--- config.mk ---
export PLATFORM = sky130hd
export DESIGN_NAME = stage_sequencer_flat
export DESIGN_NICKNAME = d
export VERILOG_FILES = /design/src/rtl/stage_sequencer_pkg.sv /design/src/rtl/stage_sequencer_if.sv /design/src/rtl/stage_sequencer_lfsr8.sv /design/src/rtl/stage_sequencer.sv /design/src/flat_wrapper.sv
export SDC_FILE = /design/constraint.sdc
export NUM_CORES = 1
export LEC_CHECK = 0
export CAP_MARGIN = 25
export CORE_ASPECT_RATIO = 0.5
export CORE_MARGIN = 2
export CORE_UTILIZATION = 45
export DETAILED_ROUTE_END_ITERATION = 12
export PLACE_DENSITY = 0.72
export SYNTH_ARGS = -nofsm -noshare
export SYNTH_HDL_FRONTEND = slang
export SYNTH_SLANG_ARGS = --single-unit
--- constraint.sdc ---
create_clock -name clk -period 9.3 [get_ports clk]
set_clock_uncertainty 0.1 [all_clocks]
set_input_delay 1.86 -clock clk [delete_from_list [all_inputs] [get_ports clk]]
set_output_delay 1.86 -clock clk [all_outputs]
set_load 0.005 [all_outputs]
--- src/rtl/stage_sequencer_pkg.sv ---
// Shared types and helpers for the stage sequencer: FSM state encoding,
// LFSR feedback taps and the thermometer-to-length conversion.
package stage_pkg;

  typedef enum logic [2:0] {
    ST_IDLE,
    ST_LOAD,
    ST_SHOW_ON,
    ST_SHOW_OFF,
    ST_WAIT_IN,
    ST_CLEAR,
    ST_ALLCLEAR,
    ST_FAIL
  } state_t;

  // Fibonacci taps 8,6,5,4 expressed as bit positions 7,5,4,3
  localparam logic [7:0] LFSR_TAPS = 8'b1011_1000;

  function automatic int unsigned therm_len(input logic [31:0] mask);
    int unsigned n;
    n = 0;
    for (int i = 0; i < 32; i++) begin
      n = n + 32'(mask[i]);
    end
    return n;
  endfunction

endpackage

--- src/rtl/stage_sequencer_if.sv ---
// Game-control bus between the input conditioning, the sequencer and the display.
interface stage_sequencer_if #(
  parameter int NUM_STAGES = 5,
  parameter int BTN_W      = 2
) ();
  logic                  tick;
  logic                  start;
  logic                  btn_valid;
  logic [BTN_W-1:0]      btn_code;
  logic [NUM_STAGES-1:0] stage;
  logic                  show_valid;
  logic [BTN_W-1:0]      show_code;
  logic                  input_en;
  logic                  clear;
  logic                  allclear;
  logic                  fail;
  logic                  busy;

  modport master (
    output tick, start, btn_valid, btn_code,
    input  stage, show_valid, show_code, input_en, clear, allclear, fail, busy
  );

  modport slave (
    input  tick, start, btn_valid, btn_code,
    output stage, show_valid, show_code, input_en, clear, allclear, fail, busy
  );
endinterface

--- src/rtl/stage_sequencer_lfsr8.sv ---
// Free-running 8-bit Fibonacci LFSR used as the sequence source.
module lfsr8
  import stage_pkg::*;
(
  input  logic       clk,
  input  logic       reset,
  input  logic [7:0] seed,
  output logic [7:0] q
);

  always_ff @(posedge clk or posedge reset) begin
    if (reset) begin
      q <= seed;
    end else begin
      q <= {q[6:0], ^(q & LFSR_TAPS)};
    end
  end

endmodule

--- src/rtl/stage_sequencer.sv ---
// Memory-game controller: loads a random sequence, shows a growing prefix of it
// each stage, checks the player's presses and reports clear/allclear/fail.
module stage_sequencer
  import stage_pkg::*;
#(
  parameter int         NUM_STAGES    = 5,
  parameter int         BTN_W         = 2,
  parameter int         SHOW_TICKS    = 4,
  parameter int         TIMEOUT_TICKS = 32,
  parameter logic [7:0] LFSR_SEED     = 8'hA5
) (
  input logic              clk,
  input logic              reset,
  stage_sequencer_if.slave bus
);

  localparam int CNT_W = $clog2(NUM_STAGES + 1);
  localparam int SHW_W = $clog2(SHOW_TICKS + 1);
  localparam int TMO_W = $clog2(TIMEOUT_TICKS + 1);

  localparam logic [CNT_W-1:0] LAST_IDX  = CNT_W'(NUM_STAGES - 1);
  localparam logic [CNT_W-1:0] FULL_LEN  = CNT_W'(NUM_STAGES);
  localparam logic [SHW_W-1:0] SHOW_LAST = SHW_W'(SHOW_TICKS - 1);
  localparam logic [TMO_W-1:0] TMO_LAST  = TMO_W'(TIMEOUT_TICKS - 1);

  state_t                state_reg;
  logic [NUM_STAGES-1:0] stage_reg;
  logic                  show_valid_reg;
  logic [BTN_W-1:0]      show_code_reg;
  logic                  input_en_reg;
  logic                  clear_reg;
  logic                  allclear_reg;
  logic                  fail_reg;
  logic                  busy_reg;
  logic [CNT_W-1:0]      idx_reg;
  logic [CNT_W-1:0]      ptr_reg;
  logic [SHW_W-1:0]      show_cnt_reg;
  logic [TMO_W-1:0]      tmo_reg;

  logic [7:0]            lfsr_q;
  logic                  lfsr_unused;
  logic [BTN_W-1:0]      seq_words [NUM_STAGES];
  logic [CNT_W-1:0]      len;
  logic [CNT_W-1:0]      last_ptr;

  lfsr8 u_lfsr (
    .clk   (clk),
    .reset (reset),
    .seed  (LFSR_SEED),
    .q     (lfsr_q)
  );

  assign lfsr_unused = ^lfsr_q[7:BTN_W];

  // One register per sequence step; entry gi is captured on LOAD cycle gi
  generate
    for (genvar gi = 0; gi < NUM_STAGES; gi++) begin : g_seq
      logic [BTN_W-1:0] entry_reg;
      always_ff @(posedge clk or posedge reset) begin
        if (reset) begin
          entry_reg <= '0;
        end else if (state_reg == ST_LOAD && idx_reg == CNT_W'(gi)) begin
          entry_reg <= lfsr_q[BTN_W-1:0];
        end
      end
      assign seq_words[gi] = entry_reg;
    end
  endgenerate

  assign len      = CNT_W'(therm_len(32'(stage_reg)));
  assign last_ptr = len - 1'b1;

  always_ff @(posedge clk or posedge reset) begin
    if (reset) begin
      state_reg      <= ST_IDLE;
      stage_reg      <= '0;
      show_valid_reg <= 1'b0;
      show_code_reg  <= '0;
      input_en_reg   <= 1'b0;
      clear_reg      <= 1'b0;
      allclear_reg   <= 1'b0;
      fail_reg       <= 1'b0;
      busy_reg       <= 1'b0;
      idx_reg        <= '0;
      ptr_reg        <= '0;
      show_cnt_reg   <= '0;
      tmo_reg        <= '0;
    end else begin
      clear_reg <= 1'b0;
      case (state_reg)
        ST_IDLE, ST_FAIL, ST_ALLCLEAR: begin
          if (bus.start) begin
            state_reg    <= ST_LOAD;
            stage_reg    <= NUM_STAGES'(1);
            fail_reg     <= 1'b0;
            allclear_reg <= 1'b0;
            busy_reg     <= 1'b1;
            idx_reg      <= '0;
          end
        end
        ST_LOAD: begin
          if (idx_reg == LAST_IDX) begin
            state_reg      <= ST_SHOW_ON;
            ptr_reg        <= '0;
            show_cnt_reg   <= '0;
            show_valid_reg <= 1'b1;
            // a one-entry sequence is still being written this cycle
            show_code_reg  <= (LAST_IDX == '0) ? lfsr_q[BTN_W-1:0] : seq_words[0];
          end else begin
            idx_reg <= idx_reg + 1'b1;
          end
        end
        ST_SHOW_ON: begin
          if (bus.tick) begin
            if (show_cnt_reg == SHOW_LAST) begin
              state_reg      <= ST_SHOW_OFF;
              show_valid_reg <= 1'b0;
              show_cnt_reg   <= '0;
            end else begin
              show_cnt_reg <= show_cnt_reg + 1'b1;
            end
          end
        end
        ST_SHOW_OFF: begin
          if (bus.tick) begin
            if (ptr_reg == last_ptr) begin
              state_reg    <= ST_WAIT_IN;
              ptr_reg      <= '0;
              tmo_reg      <= '0;
              input_en_reg <= 1'b1;
            end else begin
              state_reg      <= ST_SHOW_ON;
              ptr_reg        <= ptr_reg + 1'b1;
              show_valid_reg <= 1'b1;
              show_code_reg  <= seq_words[ptr_reg + 1'b1];
            end
          end
        end
        ST_WAIT_IN: begin
          // a press always takes priority over a coincident tick
          if (bus.btn_valid) begin
            if (bus.btn_code == seq_words[ptr_reg]) begin
              tmo_reg <= '0;
              if (ptr_reg == last_ptr) begin
                state_reg    <= ST_CLEAR;
                input_en_reg <= 1'b0;
                clear_reg    <= (len != FULL_LEN);
              end else begin
                ptr_reg <= ptr_reg + 1'b1;
              end
            end else begin
              state_reg    <= ST_FAIL;
              fail_reg     <= 1'b1;
              input_en_reg <= 1'b0;
              busy_reg     <= 1'b0;
            end
          end else if (bus.tick) begin
            if (tmo_reg == TMO_LAST) begin
              state_reg    <= ST_FAIL;
              fail_reg     <= 1'b1;
              input_en_reg <= 1'b0;
              busy_reg     <= 1'b0;
            end else begin
              tmo_reg <= tmo_reg + 1'b1;
            end
          end
        end
        ST_CLEAR: begin
          if (len == FULL_LEN) begin
            state_reg    <= ST_ALLCLEAR;
            allclear_reg <= 1'b1;
            busy_reg     <= 1'b0;
          end else begin
            state_reg      <= ST_SHOW_ON;
            stage_reg      <= NUM_STAGES'({stage_reg, 1'b1});
            ptr_reg        <= '0;
            show_cnt_reg   <= '0;
            show_valid_reg <= 1'b1;
            show_code_reg  <= seq_words[0];
          end
        end
        default: begin
          state_reg <= ST_IDLE;
        end
      endcase
    end
  end

  assign bus.stage      = stage_reg;
  assign bus.show_valid = show_valid_reg;
  assign bus.show_code  = show_code_reg;
  assign bus.input_en   = input_en_reg;
  assign bus.clear      = clear_reg;
  assign bus.allclear   = allclear_reg;
  assign bus.fail       = fail_reg;
  assign bus.busy       = busy_reg;

endmodule

--- src/flat_wrapper.sv ---
// flat-port wrapper written by rule: the top's interface ports become plain ports
module stage_sequencer_flat import stage_pkg::*;
#(
  parameter int         NUM_STAGES    = 5,
  parameter int         BTN_W         = 2,
  parameter int         SHOW_TICKS    = 4,
  parameter int         TIMEOUT_TICKS = 32,
  parameter logic [7:0] LFSR_SEED     = 8'hA5
)
  (clk, reset, bus_tick, bus_start, bus_btn_valid, bus_btn_code, bus_stage, bus_show_valid, bus_show_code, bus_input_en, bus_clear, bus_allclear, bus_fail, bus_busy);
  stage_sequencer_if #(.NUM_STAGES(NUM_STAGES), .BTN_W(BTN_W)) bus_i ();
  input logic clk;
  input logic reset;
  input wire logic [$bits(bus_i.tick)-1:0] bus_tick;
  input wire logic [$bits(bus_i.start)-1:0] bus_start;
  input wire logic [$bits(bus_i.btn_valid)-1:0] bus_btn_valid;
  input wire logic [$bits(bus_i.btn_code)-1:0] bus_btn_code;
  output wire logic [$bits(bus_i.stage)-1:0] bus_stage;
  output wire logic [$bits(bus_i.show_valid)-1:0] bus_show_valid;
  output wire logic [$bits(bus_i.show_code)-1:0] bus_show_code;
  output wire logic [$bits(bus_i.input_en)-1:0] bus_input_en;
  output wire logic [$bits(bus_i.clear)-1:0] bus_clear;
  output wire logic [$bits(bus_i.allclear)-1:0] bus_allclear;
  output wire logic [$bits(bus_i.fail)-1:0] bus_fail;
  output wire logic [$bits(bus_i.busy)-1:0] bus_busy;
  assign bus_i.tick = bus_tick;
  assign bus_i.start = bus_start;
  assign bus_i.btn_valid = bus_btn_valid;
  assign bus_i.btn_code = bus_btn_code;
  assign bus_stage = bus_i.stage;
  assign bus_show_valid = bus_i.show_valid;
  assign bus_show_code = bus_i.show_code;
  assign bus_input_en = bus_i.input_en;
  assign bus_clear = bus_i.clear;
  assign bus_allclear = bus_i.allclear;
  assign bus_fail = bus_i.fail;
  assign bus_busy = bus_i.busy;
  stage_sequencer #(.NUM_STAGES(NUM_STAGES), .BTN_W(BTN_W), .SHOW_TICKS(SHOW_TICKS), .TIMEOUT_TICKS(TIMEOUT_TICKS), .LFSR_SEED(LFSR_SEED)) u_core (.clk(clk), .reset(reset), .bus(bus_i));
endmodule
# ---- After elaboration in Yosys (flattened, before gate mapping)
# Index checks and enable logic that the tools add are counted.
dict set report totals {
  reg_bits 49
  word_cells 178
}
dict set report classes {
  n_addsub 9
  magnitude_cmp 2
  n_eq_ne 36
  muxes 80
  n_bitwise 2
  n_reduce_logical 30
}
# cell count
set ops {}
lappend ops {{2-to-1 mux 3 bit} 23}
lappend ops {{2-to-1 mux 6 bit} 6}
lappend ops {{2-to-1 mux 1 bit} 27}
lappend ops {{== test 3 bit, second input constant} 6}
lappend ops {{inequality test 2 bit, second input constant} 9}
lappend ops {{case mux 3 bit (6 select lines)} 1}
lappend ops {{AND reduction 6 bit} 3}
lappend ops {{2-to-1 mux 2 bit} 8}
lappend ops {{== test 3 x 2 -> 1 bit, second input constant} 5}
lappend ops {{AND reduction 7 bit} 2}
lappend ops {{binary-select mux 2 bit (select 3 bit)} 2}
lappend ops {{inequality test 3 bit, second input constant} 4}
lappend ops {{case mux 3 bit (4 select lines)} 1}
lappend ops {{case mux 6 bit (2 select lines)} 1}
lappend ops {{2-to-1 mux 5 bit} 2}
lappend ops {{case mux 5 bit (2 select lines)} 1}
lappend ops {{AND reduction 5 bit} 2}
lappend ops {{adder 3 x 1 -> 3 bit} 3}
lappend ops {{adder 3 x 1 -> 3 bit, second input constant} 3}
lappend ops {{case mux 3 bit (3 select lines)} 1}
lappend ops {{AND reduction 3 bit} 3}
lappend ops {{nonzero test 3 bit} 3}
lappend ops {{>= comparator 4 bit, second input constant} 2}
lappend ops {{inequality test 2 x 1 -> 1 bit, second input constant} 4}
lappend ops {{other kinds (23)} 37}

# ---- Logic depth before layout (Yosys ltp)
# Gate-level depths: netlist (run 1).
dict set report depth {
  depth_word 10
  ltp_mapped 16
  ltp_nobuf 15
}

# ---- Worst setup path after synthesis (run 1)
# Ideal clock, no wire load.
dict set report synth_timing {
  kind {reg-to-reg}
  from {register u_core.stage_reg[1] (netlist: u_core.bus.stage[1])}
  to {register u_core.tmo_reg[3]}
  setup_time_ns 0.087
  t_arrival_ns 3.397
  path_slack_ns 5.716
  stages_incl_launch_ff 17
  cell_sequence {dfrtp_1 -> ha_1 -> inv_1 -> fa_1 -> inv_1 -> ha_1 -> inv_1 -> fa_1 -> ha_1 -> xnor2_1 -> and3_1 -> and3_1 -> nor2_1 -> buf_2 -> nor2_2 -> mux2i_1 -> a211oi_2}
}
dict set report synth_between {
  elab_chain_len 8
}
# item line_no
set synth_lines {}
lappend synth_lines {{start: declaration} stage_sequencer.sv:27} ;# logic [NUM_STAGES-1:0] stage_reg;
lappend synth_lines {{start signal: assignment} stage_sequencer.sv:175} ;# stage_reg <= NUM_STAGES'({stage_reg, 1'b1});
lappend synth_lines {{adder 1 x 1 -> 2 bit} stage_sequencer_pkg.sv:23} ;# n = n + 32'(mask[i]);
lappend synth_lines {{adder 3 x 1 -> 3 bit (3 in a row)} stage_sequencer_pkg.sv:23}
lappend synth_lines {{subtractor 3 x 1 -> 3 bit} stage_sequencer.sv:71} ;# assign last_ptr = len - 1'b1;
lappend synth_lines {{== test 3 bit} stage_sequencer.sv:126} ;# if (ptr_reg == last_ptr) begin
lappend synth_lines {{inequality test 2 x 1 -> 1 bit (no source line)} --}
lappend synth_lines {{AND reduction 6 bit (no source line)} --}
lappend synth_lines {{end signal: assignment} stage_sequencer.sv:164} ;# tmo_reg <= tmo_reg + 1'b1;
lappend synth_lines {{end: declaration} stage_sequencer.sv:38} ;# logic [TMO_W-1:0] tmo_reg;
# No other way between the ends.
# A chain may end at the register's enable or synchronous reset.

# ---- Worst setup path in the final report (run 1)
dict set report layout_timing {
  from {register u_core.stage_reg[0] (netlist: u_core.bus.stage[0])}
  to {register u_core.tmo_reg[3]}
}
# Same word-level chain as after synthesis.

==> results.yml, run 1 <==
outcome:
  status: "finished, final reports clean"
timing:
  fmax_mhz: 239.5
  worstMarginPinSlew_ns: 0.7230
  fin_crit_sh_pct: 44.89
  slew_headroom_pct: 51.80
  setup_violations: 0
  fin_setup_tns_ns: 0
  grt_setup_unrepaired: "no"
  fin_crit_ns: 4.175
  finalHoldViolCount: 0
  slew_viol_final: 0
finish:
  final_cells: 416
  largest_reg_flops: 10
  drive_gt1_share_pct: 7.622
  final_nets: 348
  syn_to_final_growth_pct: 15.03
  fill_cells: 559
  antenna-diode-count: 0
synth:
  synth_warnings: 0
  yosysSeqAreaShare_pct: 41.55
  synth_top_area_share_pct: 38.01
  yosysTopAreaCell: "dfrtp_1"
  synth_nets: 333
  yosys-top-cells-count: "dfrtp_1, nand2_1, nor2_1"
  synth_edf_count: 0
  synthCells: 312
  avgSynthCellArea_sq_um: 9.496
  ys_types: 56
  yosys-top-cells-area: "dfrtp_1, mux2i_1, ha_1"
  async_reset_ff_share_pct: 100.0
  yosys_most_used_dff: "dfrtp_1"
  synth.cell_area_sq_mm: 0.002963
  yosysMostFrequentCell: "dfrtp_1"
  synth_seq_cells: 49
routing:
  drcViolationCount: 0
  viasPerCell: 5.716
  routed_wl_mm: 6.278
  drt_iter0_drc: 212
  firstDrtPassIters: 4
  drt.antenna.violating_nets: 0
  wire_per_inst_microns: 15.09
  vias: 2378
setup_path:
  timing.critical_path.buf_inv: 3
  rr_endpoint: "u_core.tmo_reg[3]"
  worstPathRequired_ns: 9.41
  worst_setup_path_start_kind: "register"
  cp_slowest_cell: "nor2_1"
  cp-end-kind: "register"
  crit_family: "adder cells"
  startpoint: "u_core.bus.stage[0]"
  timing.rr.start: "u_core.bus.stage[0]"
  worstSetupPathType: "reg -> reg"
  cp.arrival_ns: 4.29
  ff2ff_setup_slack_ns: 5.12
  path_depth: 15
  cpPeakStageDelay_ns: 0.57
  crit_chain: "ha_1, inv_1, fa_1, inv_1, ha_1, inv_1, fa_1, ha_1, xnor2_1, and3_1, and3_1, nor2_1, nor3_1, a22o_1, a211oi_2"
  worst-r2r-cell-count: 15
  crit_path_max_fanout: 12
  crit_path_end: "u_core.tmo_reg[3]"
floorplan:
  die_h_microns: 61.38
  die_w_microns: 118.8
  dieArea_sq_mm: 0.007288
  io_pins: 20
  rows: 20
  start_util_pct: 47.74
  coreArea_sq_mm: 0.006206
clocking:
  clockBufferDepth: 2
  htreeDepth: 2
  ctsHoldBuffers: 0
  clk_latency_ns: 0.29
  clk_pin_slew_ns: 0.07
  cts_resized: 0
  cts-root-buf: "clkbuf_16"
  numClockSinks: 49
  numCtsBuffers: 5
  cts_setup_buffers: 0
  cts_tree: "done"
power_and_ir_drop:
  vdd_ir_drop_max_mv: 0.09419
  p_clk_share_pct: 25.3
  switching_share_pct: 39.21
  power.internal_uw: 555.8
  power.density_mw_per_mm2: 268.3
  leakage_uw: 0.001486
  power.total_uw: 914.3
  pwr-share-comb_pct: 40.4
  power_switching_uw: 358.5
  seqPwrFrac_pct: 34.3
grt:
  grt_overflow: 0
  antenna_found_initial: 0
  grt_usage_pct: 18.22
  grt_pass1_vias: 2254
  grt_pass1_wl_mm: 10.48
  grt_max_degree: 50
run:
  cap_viol_max_count: 0
place:
  dpl.cell_count: 407
  io_buffers: 19
  dp_hpwl_mm: 4.401
  gp_congestion: 0.8223
worst_hold_path:
  hp-class: "reg -> reg"
[cells in the final DEF (no fill, tap or decap), types with 4 or more instances in the layout]
cell	instances
a211o_1	4
a21o_1	8
a21oi_1	12
a31oi_1	5
and3_1	4
clkbuf_16	5
clkdlybuf4s50_1	19
dfrtp_1	45
dfstp_2	4
ha_1	12
inv_1	17
mux2_1	6
mux2_2	5
mux2i_1	17
nand2_1	37
nand2b_1	5
nand3_1	7
nor2_1	21
nor3_1	8
o21ai_0	13
o21ai_1	10
o22ai_1	5
xnor2_1	4
[worst min path at each step]
stage,startpoint,to,slack (ns),depth (start not counted)
after floorplan,u_core.u_lfsr.q[6],u_core.u_lfsr.q[7],0.23,0
after global placement,u_core.u_lfsr.q[6],u_core.u_lfsr.q[7],0.24,0
after detailed placement,u_core.u_lfsr.q[6],u_core.u_lfsr.q[7],0.24,0
after CTS,u_core.u_lfsr.q[6],u_core.u_lfsr.q[7],0.26,0
after global routing,u_core.u_lfsr.q[6],u_core.u_lfsr.q[7],0.27,0
final,u_core.u_lfsr.q[6],u_core.u_lfsr.q[7],0.26,0
[cell families after synthesis]
kind of cell,share of synthesized area (%)
AO/OA/AOI/OAI,17.36
XOR/XNOR,2.576
flip-flops,41.55
AND/OR/NAND/NOR,17.57
multiplexers,9.924
adder cells (fa/ha/maj),6.419
buffers and inverters,4.603
[worst reg2reg max path, cell delays in order (launching register included)]
cell and delay [ns]:
dfrtp_1 0.41, ha_1 0.29, inv_1 0.05, fa_1 0.47
inv_1 0.04, ha_1 0.16, inv_1 0.06, fa_1 0.43
ha_1 0.30, xnor2_1 0.13, and3_1 0.25, and3_1 0.23
nor2_1 0.57, nor3_1 0.14, a22o_1 0.27, a211oi_2 0.21
[per-layer routing]
layer	global-route usage (%)	part of all wire (%)	vias up	routed length (microns)
met5	0	0	-	0
met4	7.483	1.2	0	76
met3	3.981	4.8	9	301
met2	30.79	46	63	2911
met1	23.62	48	1159	2988
li1	-	-	1147	-
[power by group through the flow]
stage | Sequential (uW) | Clock, uW | Combinational, uW
after detailed placement | 316 | 0 | 361
after floorplan | 277 | 0 | 306
after CTS | 312 | 235 | 364
final | 314 | 232 | 369
after global placement | 313 | 0 | 347
after global routing | 323 | 244 | 411
[stage by stage]
stage	setup WS, ns	utilization (%)	area (sq um)	hold WS, ns
6_report	5.125	54.92	3408	0.2564
5_1_grt	4.873	54.92	3408	0.2701
4_1_cts	5.126	54.60	3388	0.2598
3_5_place_dp	5.104	51.53	3198	0.2402
3_3_place_gp	5.162	51.53	3198	0.2373
2_1_floorplan	5.716	-	2963	0.2330
[layout make-up]
| cell class | instances | area (sq um) | area share [%] |
|---|---|---|---|
| clock buffers | 5 | 125.1 | 3.671 |
| clock inverters | 3 | 65.06 | 1.909 |
| inverters | 19 | 71.32 | 2.093 |
| multi-input cells | 232 | 1595 | 46.81 |
| flip-flops and latches | 49 | 1231 | 36.12 |
| well taps | 88 | 110.1 | 3.231 |
| repair buffers | 20 | 210.2 | 6.167 |
(Power assumes the default switching activity.)
==> run 2, diff against run 1 <==
- PLACE_DENSITY: 0.72 -> 0.74
- clock period: 9.3 -> 3.4 ns (I/O delays scaled with it)
==> run 2 against run 1 <==
  * The flow now finishes with violations (negative setup slack)
  * Critical path depth increased by 1
  * Worst hold slack got worse by 0.0022 ns
  * Total power increased to 3.3 times the previous value
  * Core utilization increased by 5.9 points
  * Largest cell class unchanged
  * Critical endpoint is now u_core.tmo_reg[5]
  * Combinational power increased to 4.4 times the previous value
  * Final cell count increased by 6.5%
  * Sequential cell count unchanged
  * First-iteration DRC count decreased by 4.7%
==> results.yml, run 2 (synthesis results as in run 1) <==
outcome:
  status: "finished with violations"
  failed_checks: "negative setup slack"
timing:
  grt_setup_unrepaired: "yes"
  fin_crit_sh_pct: 107.8
  setup_violations: 14
  fin_setup_tns_ns: -1.862
  fin_crit_ns: 3.665
  slew_headroom_pct: 58.99
  finalHoldViolCount: 0
  worstMarginPinSlew_ns: 0.6151
  fmax_mhz: 272.8
  finalWorstSetupSlack_ns: -0.2654
  slew_viol_final: 0
setup_path:
  cp_slowest_cell: "fa_2"
  cp-end-kind: "register"
  crit_path_max_fanout: 5
  worst_setup_path_start_kind: "register"
  cpPeakStageDelay_ns: 0.58
  crit_chain: "ha_1, inv_2, fa_1, inv_1, ha_2, inv_2, fa_2, ha_2, xor3_1, and3_4, and3_4, nor2_4, buf_4, nor4_4, a311oi_1, o21ai_1"
  cp.arrival_ns: 3.74
  worstPathRequired_ns: 3.48
  worstSetupPathType: "reg -> reg"
clocking:
  numCtsBuffers: 5
  clk_pin_slew_ns: 0.07
  cts_tree: "done"
  numClockSinks: 49
  cts-root-buf: "clkbuf_16"
  clk_latency_ns: 0.29
  clockBufferDepth: 2
  ctsHoldBuffers: 0
  htreeDepth: 2
finish:
  fin_util_pct: 60.81
  drive_gt1_share_pct: 22.25
  final_common_cell: "dfrtp_1"
  antenna-diode-count: 0
  final_area_sq_mm: 0.003774
  largest_reg_flops: 10
  final_nets: 375
  final_cell_mix: "dfrtp_1, nand2_1, buf_4"
  final_cells: 443
  syn_to_final_growth_pct: 27.36
  fill_cells: 496
floorplan:
  coreArea_sq_mm: 0.006206
  start_util_pct: 47.74
  dieArea_sq_mm: 0.007288
  rows: 20
  die_w_microns: 118.8
  die_h_microns: 61.38
  io_pins: 20
place:
  dp_hpwl_mm: 4.676
  dpl.cell_count: 422
  gp_congestion: 0.8540
  postPlaceCellArea_sq_mm: 0.003339
  pre_cts_slack_ns: -0.2759
  io_buffers: 19
power_and_ir_drop:
  seqPwrFrac_pct: 26.9
  p_clk_share_pct: 19.1
  switching_share_pct: 39.02
  leakage_uw: 0.001633
  power_switching_uw: 1178
  vdd_ir_drop_max_mv: 0.3009
  power.density_mw_per_mm2: 799.9
  pwr-share-comb_pct: 54.0
  power.internal_uw: 1841
grt:
  grt_pass1_vias: 2367
  antenna_found_initial: 0
  grt_usage_pct: 19.72
  grt_overflow: 0
  grt_max_degree: 50
  grt_pass1_wl_mm: 11.28
routing:
  vias: 2566
  wire_per_inst_microns: 16.62
  routed_wl_mm: 7.363
  viasPerCell: 5.792
  drt_iter0_drc: 202
  drcViolationCount: 0
  firstDrtPassIters: 4
  drt.antenna.violating_nets: 0
worst_hold_path:
  hp-class: "reg -> reg"
run:
  cap_viol_max_count: 0
run 2: cell types whose count changed in the layout (fill, tap and decap cells not counted), sizes merged:
| cell | previous run | this run |
|---|---|---|
| bufinv | 2 | 1 |
| clkinvlp | 0 | 1 |
| buf | 1 | 28 |
run 2: power groups by stage:
stage | combinational (uW) | clock (uW) | sequential [uW]
after floorplan | 892 | 0 | 758
after global placement | 1180 | 0 | 802
after detailed placement | 1210 | 0 | 809
after CTS | 1330 | 581 | 799
after global routing | 1760 | 611 | 825
final | 1630 | 575 | 813
run 2: what timing repair did:
item,4_1_cts,5_1_grt
buffers inserted,5,6
gates cloned,0,1
pin swaps,12,14
resized for setup,10,31
setup endpoints to repair,9,20
run 2: worst max-delay path, delay by kind of cell, from the launching register on:
kind	cells	cell delay, ns
buffers and inverters	4	0.33
AOI/OAI and AO/OA	2	0.31
xor gates and xnor gates	1	0.24
adders and majority gates	5	1.65
DFF	1	0.39
and+or+nand+nor	4	0.55
run 2: metal layers:
metal  part of all wire (%)  vias to the layer above  track usage, %
met2                     47                       79           33.74
met4                    1.8                        0           7.993
met1                     47                     1270           25.54
li1                       -                     1200               -
met3                    4.5                       17           3.981
met5                      0                        -               0
run 2: path summary, 6_finish.rpt:
path                                      from            endpoint  slack, ns  depth (start not counted)
max                        u_core.bus.stage[0]   u_core.tmo_reg[5]      -0.27                         16
min in group asynchronous                reset  u_core.u_lfsr.q[6]       0.48                          2
max reg2reg                u_core.bus.stage[0]   u_core.tmo_reg[5]      -0.27                         16
min reg2reg                 u_core.u_lfsr.q[6]  u_core.u_lfsr.q[7]       0.25                          0
min                         u_core.u_lfsr.q[6]  u_core.u_lfsr.q[7]       0.25                          0
max in group asynchronous                reset  u_core.u_lfsr.q[2]       2.23                          3
run 2: layout make-up:
cell class / count / area (sq um) / area share (%)
Timing Repair Buffer: 47 / 432.9 / 11.47
Clock inverter: 3 / 46.29 / 1.227
Multi-Input combinational cell: 232 / 1757 / 46.55
Inverter: 19 / 71.32 / 1.890
Clock buffer: 5 / 125.1 / 3.316
Sequential cell: 49 / 1231 / 32.63
Tap cell: 88 / 110.1 / 2.918
run 2: through the flow:
| stage | power [uW] | hold slack (ns) |
|---|---|---|
| 6_report | 3019 | 0.2542 |
| 2_1_floorplan | 1650 | 0.2330 |
| 4_1_cts | 2713 | 0.2555 |
| 5_1_grt | 3193 | 0.2667 |
| 3_3_place_gp | 1978 | 0.2369 |
| 3_5_place_dp | 2017 | 0.2395 |
